## src/rtl/ui_pkg.sv

```systemverilog
// Board-level constants for the user-input front end.
// Debounce and hold defaults are derived from the board clock.
package ui_pkg;
   localparam int CLK_HZ              = 50_000_000;
   localparam int DEBOUNCE_CYCLES_DEF = CLK_HZ / 1000;  // 1 ms
   localparam int HOLD_CYCLES_DEF     = CLK_HZ / 2;     // 0.5 s
endpackage

```

## src/rtl/debounce_channel.sv

```systemverilog
// One switch input: 2-flop synchroniser, debounce filter with rise/fall strobes,
// and long-hold detection while the debounced level is active.
module debounce_channel
   import ui_pkg::*;
#(
   parameter int   DEBOUNCE_CYCLES = DEBOUNCE_CYCLES_DEF,
   parameter int   HOLD_CYCLES     = HOLD_CYCLES_DEF,
   parameter logic IDLE_LEVEL      = 1'b1
) (
   input  logic i_clk,
   input  logic i_rst_n,
   input  logic i_sw,
   output logic o_out,
   output logic o_rise,
   output logic o_fall,
   output logic o_hold,
   output logic o_held
);
   localparam int DW = $clog2(DEBOUNCE_CYCLES + 1);
   localparam int HW = $clog2(HOLD_CYCLES + 1);

   if (DEBOUNCE_CYCLES < 2 || HOLD_CYCLES < 2) begin : g_bad_params
      $error("debounce_channel: DEBOUNCE_CYCLES and HOLD_CYCLES must be >= 2");
   end

   logic          r_sync1, r_sync2, r_out;
   logic          r_rise, r_fall, r_hold, r_held;
   logic [DW-1:0] r_dcnt;
   logic [HW-1:0] r_hcnt;
   logic          w_accept;

   // New level has persisted for the full window; takes effect on this edge.
   assign w_accept = (r_sync2 != r_out) && (r_dcnt == DW'(DEBOUNCE_CYCLES - 1));

   always_ff @(posedge i_clk or negedge i_rst_n) begin
      if (!i_rst_n) begin
         r_sync1 <= IDLE_LEVEL;
         r_sync2 <= IDLE_LEVEL;
      end else begin
         r_sync1 <= i_sw;
         r_sync2 <= r_sync1;
      end
   end

   always_ff @(posedge i_clk or negedge i_rst_n) begin
      if (!i_rst_n) begin
         r_out  <= IDLE_LEVEL;
         r_dcnt <= '0;
         r_rise <= 1'b0;
         r_fall <= 1'b0;
      end else begin
         r_rise <= 1'b0;
         r_fall <= 1'b0;
         if (r_sync2 == r_out) begin
            r_dcnt <= '0;
         end else if (w_accept) begin
            r_out  <= r_sync2;
            r_dcnt <= '0;
            r_rise <= r_sync2;
            r_fall <= ~r_sync2;
         end else begin
            r_dcnt <= r_dcnt + 1'b1;
         end
      end
   end

   // A release clears held on the same edge the debounced level returns to idle.
   always_ff @(posedge i_clk or negedge i_rst_n) begin
      if (!i_rst_n) begin
         r_hcnt <= '0;
         r_hold <= 1'b0;
         r_held <= 1'b0;
      end else begin
         r_hold <= 1'b0;
         if (r_out == IDLE_LEVEL || w_accept) begin
            r_hcnt <= '0;
            r_held <= 1'b0;
         end else if (!r_held) begin
            if (r_hcnt == HW'(HOLD_CYCLES - 1)) begin
               r_hold <= 1'b1;
               r_held <= 1'b1;
            end else begin
               r_hcnt <= r_hcnt + 1'b1;
            end
         end
      end
   end

   assign o_out  = r_out;
   assign o_rise = r_rise;
   assign o_fall = r_fall;
   assign o_hold = r_hold;
   assign o_held = r_held;
endmodule

```

## src/rtl/switch_debouncer.sv

```systemverilog
// Multi-channel switch front end: one independent debounce_channel per input.
// Wiring only; all behaviour lives in the channel.
module switch_debouncer
   import ui_pkg::*;
#(
   parameter int   CHANNELS        = 3,
   parameter int   DEBOUNCE_CYCLES = DEBOUNCE_CYCLES_DEF,
   parameter int   HOLD_CYCLES     = HOLD_CYCLES_DEF,
   parameter logic IDLE_LEVEL      = 1'b1
) (
   input  logic                i_clk,
   input  logic                i_rst_n,
   input  logic [CHANNELS-1:0] i_sw_in,
   output logic [CHANNELS-1:0] o_sw_out,
   output logic [CHANNELS-1:0] o_sw_rise,
   output logic [CHANNELS-1:0] o_sw_fall,
   output logic [CHANNELS-1:0] o_sw_hold,
   output logic [CHANNELS-1:0] o_sw_held
);
   for (genvar g = 0; g < CHANNELS; g++) begin : g_ch
      debounce_channel #(
         .DEBOUNCE_CYCLES (DEBOUNCE_CYCLES),
         .HOLD_CYCLES     (HOLD_CYCLES),
         .IDLE_LEVEL      (IDLE_LEVEL)
      ) u_ch (
         .i_clk   (i_clk),
         .i_rst_n (i_rst_n),
         .i_sw    (i_sw_in[g]),
         .o_out   (o_sw_out[g]),
         .o_rise  (o_sw_rise[g]),
         .o_fall  (o_sw_fall[g]),
         .o_hold  (o_sw_hold[g]),
         .o_held  (o_sw_held[g])
      );
   end
endmodule

```

## config.mk

```make
export PLATFORM = sky130hd
export DESIGN_NAME = switch_debouncer
export DESIGN_NICKNAME = d
export VERILOG_FILES = /design/src/rtl/ui_pkg.sv /design/src/rtl/debounce_channel.sv /design/src/rtl/switch_debouncer.sv
export SDC_FILE = /design/constraint.sdc
export NUM_CORES = 1
export LEC_CHECK = 0
export BUFFER_PORTS_ARGS = -buffer_cell sky130_fd_sc_hd__clkbuf_2
export CAP_MARGIN = 20
export CORE_AREA = 2 2 133 148
export CTS_BUF_LIST = sky130_fd_sc_hd__clkbuf_8
export DETAILED_ROUTE_END_ITERATION = 16
export DIE_AREA = 0 0 135 150
export SLEW_MARGIN = 40
export SYNTH_ARGS = -nofsm -noshare
export SYNTH_HDL_FRONTEND = slang
export SYNTH_SLANG_ARGS = --single-unit
```

## constraint.sdc

```tcl
create_clock -name i_clk -period 2.6 [get_ports i_clk]
set_input_delay 0.26 -clock i_clk [delete_from_list [all_inputs] [get_ports i_clk]]
set_output_delay 0.26 -clock i_clk [all_outputs]
set_load 0.1 [all_outputs]
```

# Word level (Yosys, flattened, before mapping)
# Index checks and enable logic that the tools add are counted.
[totals]
in_bits = 5
word_cells = 111
out_inout_bits = 15
register_bits = 144
[op_classes]
n_reduce_logical = 12
bitwise = 6
n_addsub = 6
n_eq_ne = 18
n_mux = 42
[ops]
columns = ["op", "count"]
rows = [
  ["25-bit 2-to-1 mux", 9],
  ["16-bit 2-to-1 mux", 6],
  ["25-bit by 1-bit adder with 25-bit output (second input constant)", 3],
  ["25-bit == test (second input constant)", 3],
  ["16-bit by 1-bit adder with 16-bit output (second input constant)", 3],
  ["16-bit == test (second input constant)", 3],
  ["1-bit 2-to-1 mux", 27],
  ["2-bit AND reduction", 6],
  ["2-bit by 1-bit != test with 1-bit output (second input constant)", 3],
  ["2-bit != test (second input constant)", 3],
  ["1-bit NOT", 6],
  ["1-bit == test", 3],
  ["1-bit logical AND", 3],
  ["1-bit logical OR", 3],
  ["1-bit != test", 3],
]

# Logic depth before layout (Yosys ltp)
[depth]
word_depth = 5
ltp_mapped = 7
depth_no_buf = 6

# By module
# From an unflattened synthesis, not the netlist that was laid out.
[hier_totals]
hier_cells = 738
area_unflattened_um2 = 7315.8
[by_module_without_submodules]
columns = ["module", "n_inst", "seq_area_each_um2", "cells_per_inst", "area_each_um2"]
rows = [
  ["debounce_channel", 3, 1204.9, 246, 2438.6],
]

# Worst setup path before layout
# OpenSTA, ideal clock, no wires.
[synth_timing]
kind = "register to register"
startpoint = "register g_ch[2].u_ch.r_dcnt[7]"
endpoint = "register g_ch[2].u_ch.r_dcnt[10]"
synth_period_minus_slack_ns = 1.924
stages_incl_launch_ff = 6
slack_ns = 0.676
required_time_ns = 2.481
t_arrival_ns = 1.805
n_path_buf = 1
cell_sequence = "dfrtp_1 or4b_4 or4_4 nand2_2 buf_4 nor2_1"
[synth_between]
elab_chain_len = 4
elab_cells_between_ends = 5
classes_between = "1 x add/sub; 1 x eq/ne; 2 x mux; 1 x reduce/logical"
[synth_rtl]
columns = ["element", "line_no", "rtl"]
rows = [
  ["start: declaration", "debounce_channel.sv:28", "logic [DW-1:0] r_dcnt;"],
  ["start signal: assignment", "debounce_channel.sv:62", "r_dcnt <= r_dcnt + 1'b1;"],
  ["parallel branches: the longest is 2 deep, another holds 16-bit by 1-bit adder with 16-bit output", "--", ""],
  ["16-bit 2-to-1 mux (*)", "debounce_channel.sv:56", "end else if (w_accept) begin"],
  ["16-bit 2-to-1 mux (*)", "debounce_channel.sv:54", "if (r_sync2 == r_out) begin"],
]
# Mark *: on every way between the ends.
# A chain may end at the register's enable or synchronous reset.

# Final worst setup path
[layout_timing]
startpoint = "register g_ch[1].u_ch.r_hcnt[0]"
endpoint = "register g_ch[1].u_ch.r_hcnt[6]"
[layout_between]
elab_chain_len = 4
elab_cells_between_ends = 7
classes_between = "1 x add/sub; 2 x eq/ne; 3 x mux; 1 x reduce/logical"
[layout_rtl]
columns = ["element", "line_no", "rtl"]
rows = [
  ["start: declaration", "debounce_channel.sv:29", "logic [HW-1:0] r_hcnt;"],
  ["start signal: assignment", "debounce_channel.sv:83", "r_hcnt <= r_hcnt + 1'b1;"],
  ["25-bit by 1-bit adder with 25-bit output", "debounce_channel.sv:83", ""],
  ["25-bit 2-to-1 mux", "debounce_channel.sv:79", "if (r_hcnt == HW'(HOLD_CYCLES - 1)) begin"],
  ["25-bit 2-to-1 mux", "debounce_channel.sv:78", "end else if (!r_held) begin"],
  ["25-bit 2-to-1 mux", "debounce_channel.sv:75", "if (r_out == IDLE_LEVEL || w_accept) begin"],
]
# Parallel ways exist; a longest one is shown, timed or not. The select of a mux whose other input is x is not followed.

==> impl_results.rst <==
.. list-table::
   :header-rows: 1

   * - Metric
     - Value
   * - Total number of yosys warnings
     - 0
   * - Mux share of post-synthesis cell area
     - 1.04%
   * - Htree depth
     - 4
   * - Total congestion overflow
     - 0
   * - Area share of fa/ha/maj cells after synthesis
     - 1.04%
   * - Number of buffers inserted by port buffering
     - 19
   * - Placeable Area
     - around 19000 sq um
   * - Sequential fraction of the synthesis area
     - 50.3%
   * - Place WS
     - approximately 0.44 ns
   * - Worst Path Arrival
     - about 2.5 ns
   * - Pint
     - 3180 uW
   * - Period minus WS final
     - 2.16 ns
   * - Worst Hold Slack
     - 0.360 ns
   * - Total number of cells along the worst setup path
     - 6
   * - Num ports
     - 20
   * - Largest net degree at the start of global routing
     - between 60 and 70
   * - CP bufs+invs
     - 0
   * - Total number of vias
     - 5217
   * - Skew-Pair Late Insertion Delay
     - around 0.44 ns
   * - Post-DR wirelength/cell
     - 13.5 microns
   * - Layout-stage area growth over the synthesis result
     - 10.4%
   * - Vias in the first global route
     - 5186
   * - CP Launch Type
     - flip-flop
   * - Share of power burned in combinational logic
     - 2.1%
   * - Number of antenna cells inserted
     - 0
   * - Antenna violations before repair
     - 0
   * - Switching Power
     - 944 uW
   * - Post-synth net total
     - 743
   * - Sequence of cells on the critical path
     - ha_1, nand2_1, nor4_1, a21o_1, or4_2, a21oi_1
   * - Leakage component of the power
     - about 0.0034 uW
   * - Initial DRC count
     - 242
   * - Ratio of cells with drive above 1 in the final layout
     - 12.3%
   * - Final worst setup slack
     - 0.440 ns
   * - CP max stage delay
     - approximately 0.58 ns
   * - DP Wirelength
     - 9.10 mm
   * - Remaining antenna violation count
     - 0
   * - Clock buffer depth
     - 2
   * - Final estimated routing congestion in global placement
     - 0.779
   * - Syn_area_per_cell
     - a little under 10 sq um
   * - Post-Synth Simple-Gate Area
     - 26.8%
   * - Sequential Power Share
     - 55.0%
   * - Worst Path Required
     - 2.97 ns
   * - Cell Rows
     - 53
   * - First-pass DRT Iterations
     - 5
   * - Setup repair bufs after CTS
     - 0
   * - Total power of the final layout
     - between 4000 and 5000 uW
   * - Via density per instance
     - 5.17
   * - Sort of element at the end of the critical path
     - flip-flop
   * - Achievable frequency
     - 463 MHz
   * - Post-synth EDFFs
     - 0
   * - Global-route wire length before repair
     - 24.3 mm
   * - Hold Crit Depth
     - 0
   * - Post-synth ARST share
     - 100%
   * - Logic depth of the worst register-to-register path
     - 6
   * - Synth Area in XOR/XNOR
     - 9.87%
   * - Clock tree sinks
     - 144
   * - Most used flip-flop cell after synthesis
     - sky130_fd_sc_hd__dfrtp_1
   * - Total CTS buffers
     - 17
   * - CTS clk-pin slew, worst paths
     - around 0.080 ns
   * - Hold violation count in the final report
     - 0
   * - Startpoint of the most critical hold path
     - g_ch[0].u_ch.r_sync1
   * - Count of state elements after synthesis
     - 144
   * - Tot GR Track Use
     - 14.6%
   * - Die Footprint
     - around 20000 sq um
   * - Die Wd
     - around 140 microns
   * - Cells after synthesis
     - 732
   * - Area fraction in compound gates after synthesis
     - between 7 and 8%
   * - Dominant combinational cell family by area after synthesis
     - simple AND/OR/NAND/NOR gates
   * - Die extent in y
     - 150 microns
   * - Largest voltage drop on the vdd net
     - 320 uV
   * - Share of total power in the clock network
     - 42.9%
   * - Fin Clk Skew
     - 0.0137 ns
   * - Starting Density
     - 38.1%
   * - Library cell contributing the largest single delay on the critical path
     - sky130_fd_sc_hd__or4_2
   * - First element of the critical path
     - g_ch[1].u_ch.r_hcnt[0]
   * - Max-capacitance violation count
     - 0
   * - Max Fanout on Critical Path
     - 13
   * - Overall routed net length
     - 13.6 mm
   * - Setup TNS Final
     - 0 ns
   * - Largest delay contributor family on the critical path
     - simple AND/OR/NAND/NOR gates
   * - Placement Cell Area
     - 7490 sq um
   * - Run status
     - finished clean
   * - Post-route DRC
     - 0
   * - Netlist cell types
     - 66
   * - Crit share post-route
     - between 80% and 90%
   * - WS Path Type
     - reg -> reg
   * - RSZ-0062 raised after global routing
     - false
   * - Final number of setup-violating endpoints
     - 0
   * - Clock tree from TritonCTS
     - built
   * - Worst Tran Pin Value
     - about 0.63 ns
   * - RR Startpoint
     - g_ch[1].u_ch.r_hcnt[0]
   * - Number of nets in the finished design
     - 760
   * - Path type of the worst min-delay path
     - reg -> reg
   * - CTS root buffer
     - sky130_fd_sc_hd__clkbuf_8
   * - Worst max-slew margin expressed relative to the limit
     - 57.9%
   * - Finished Cell Area
     - 7930 sq um
   * - Pwr per Cell Area
     - 521 nW/um^2
   * - Final Slew Violations
     - 0
   * - Switching share of total power
     - a little under a quarter
   * - Mapped Area
     - 7180 sq um
-- layout make-up --
class	instances	area (sq um)
fillers	1860	10900
repair buffers	34	236
clock buffers	19	262
clock inverters	13	138
flip-flops and latches	144	3610
multi-input cells	536	3310
inverters	16	60.1
well taps	247	309
-- routing by layer --
layer	track usage (%)	part of all wire (%)	vias up
li1	-	-	2610
met1	18.7	48	2541
met2	24.4	48	54
met3	3.79	2.8	12
met4	4.32	1.2	0
met5	0	0	-
-- path summary, 6_finish.rpt --
check,endpoint,slack [ns]
worst max-delay path,g_ch[1].u_ch.r_hcnt[6],0.44
worst min-delay path,g_ch[0].u_ch.r_sync2,0.36
worst max register to register,g_ch[1].u_ch.r_hcnt[6],0.44
worst min register to register,g_ch[0].u_ch.r_sync2,0.36
max in group asynchronous,g_ch[0].u_ch.r_dcnt[6],1.44
min in group asynchronous,g_ch[1].u_ch.r_dcnt[13],0.38
-- synthesized netlist by cell type, types with 4 or more instances --
| cell type | n | area [sq um] |
|---|---|---|
| sky130_fd_sc_hd__dfrtp_1 | 135 | 3380 |
| sky130_fd_sc_hd__nor2_1 | 110 | 413 |
| sky130_fd_sc_hd__nand2_1 | 58 | 218 |
| sky130_fd_sc_hd__xnor2_1 | 44 | 385 |
| sky130_fd_sc_hd__xor2_1 | 37 | 324 |
| sky130_fd_sc_hd__nand3_1 | 35 | 175 |
| sky130_fd_sc_hd__a21oi_1 | 31 | 155 |
| sky130_fd_sc_hd__nand4_1 | 30 | 188 |
| sky130_fd_sc_hd__and3_1 | 18 | 113 |
| sky130_fd_sc_hd__buf_4 | 17 | 128 |
| sky130_fd_sc_hd__inv_1 | 16 | 60.1 |
| sky130_fd_sc_hd__nor3_1 | 16 | 80.1 |
| sky130_fd_sc_hd__o21ai_0 | 15 | 75.1 |
| sky130_fd_sc_hd__or3_1 | 15 | 93.8 |
| sky130_fd_sc_hd__nor4_1 | 14 | 87.6 |
| sky130_fd_sc_hd__clkbuf_1 | 11 | 41.3 |
| sky130_fd_sc_hd__dfstp_2 | 9 | 236 |
| sky130_fd_sc_hd__nor4b_1 | 9 | 78.8 |
| sky130_fd_sc_hd__or4_1 | 9 | 67.6 |
| sky130_fd_sc_hd__and4_1 | 8 | 70.1 |
| sky130_fd_sc_hd__o31ai_1 | 8 | 60.1 |
| sky130_fd_sc_hd__ha_1 | 6 | 75.1 |
| sky130_fd_sc_hd__buf_2 | 5 | 25.0 |
| sky130_fd_sc_hd__nor2_2 | 5 | 31.3 |
| sky130_fd_sc_hd__a211oi_1 | 4 | 30.0 |
| sky130_fd_sc_hd__and2_1 | 4 | 25.0 |
| sky130_fd_sc_hd__nand4b_1 | 4 | 35.0 |
| sky130_fd_sc_hd__nor3b_1 | 4 | 30.0 |
-- cell usage in the layout (no fill, tap or decap), types with 3 or more instances in the layout --
cell	Yosys	routed
sky130_fd_sc_hd__dfrtp_1	135	135
sky130_fd_sc_hd__nor2_1	110	110
sky130_fd_sc_hd__nand2_1	58	58
sky130_fd_sc_hd__xnor2_1	44	44
sky130_fd_sc_hd__xor2_1	37	37
sky130_fd_sc_hd__nand3_1	35	35
sky130_fd_sc_hd__a21oi_1	31	31
sky130_fd_sc_hd__nand4_1	30	30
sky130_fd_sc_hd__clkbuf_8	0	19
sky130_fd_sc_hd__inv_1	16	18
sky130_fd_sc_hd__and3_1	18	18
sky130_fd_sc_hd__clkbuf_2	1	18
sky130_fd_sc_hd__nor3_1	16	16
sky130_fd_sc_hd__o21ai_0	15	15
sky130_fd_sc_hd__or3_1	15	15
sky130_fd_sc_hd__nor4_1	14	14
sky130_fd_sc_hd__buf_4	17	10
sky130_fd_sc_hd__nor4b_1	9	9
sky130_fd_sc_hd__or4_1	9	9
sky130_fd_sc_hd__dfstp_2	9	9
sky130_fd_sc_hd__and4_1	8	8
sky130_fd_sc_hd__o31ai_1	8	8
sky130_fd_sc_hd__ha_1	6	6
sky130_fd_sc_hd__nor2_2	5	5
sky130_fd_sc_hd__nand4b_1	4	4
sky130_fd_sc_hd__nor3b_1	4	4
sky130_fd_sc_hd__and2_1	4	4
sky130_fd_sc_hd__a211oi_1	4	4
sky130_fd_sc_hd__clkinvlp_4	0	4
sky130_fd_sc_hd__dlygate4sd3_1	0	4
sky130_fd_sc_hd__mux2_2	3	3
sky130_fd_sc_hd__mux2i_1	3	3
sky130_fd_sc_hd__o21a_1	3	3
-- kinds of logic after synthesis --
kind of cell    Yosys count
compound gates           80
xor+xnor                 81
fa+ha+maj                 6
buf+inv                  52
flops                   144
mux                       7
simple gates            362
-- timing repair --
item	in CTS	in global routing
gates resized for setup	0	0
hold endpoints to repair	64	0
hold buffers	4	0
-- per-stage QoR --
stage / util, % / instances
finish: 42.1 / 1009
global route: 42.1 / 1009
CTS: 42.1 / 1009
detailed placement: 39.8 / 973
global placement: 39.8 / 973
floorplan: - / 732
-- sequential cells by signal (all words and copies together) (netlist names) --
| name | cells |
|---|---|
| g_ch.u_ch.r_hcnt | 75 |
| g_ch.u_ch.r_dcnt | 48 |
| g_ch.u_ch.o_fall | 3 |
| g_ch.u_ch.o_held | 3 |
| g_ch.u_ch.o_hold | 3 |
| g_ch.u_ch.o_out | 3 |
| g_ch.u_ch.o_rise | 3 |
| g_ch.u_ch.r_sync1 | 3 |
| g_ch.u_ch.r_sync2 | 3 |
-- power by group through the flow --
stage               Clock [uW]  Sequential, uW  Combinational, uW
detailed placement           0            2310               89.0
finish                    1770            2270               88.1
floorplan                    0            2310               27.5
CTS                       1830            2270               94.5
global route              1910            2270                104
global placement             0            2310               89.0
Note: power is estimated with default switching activity, not from simulation.
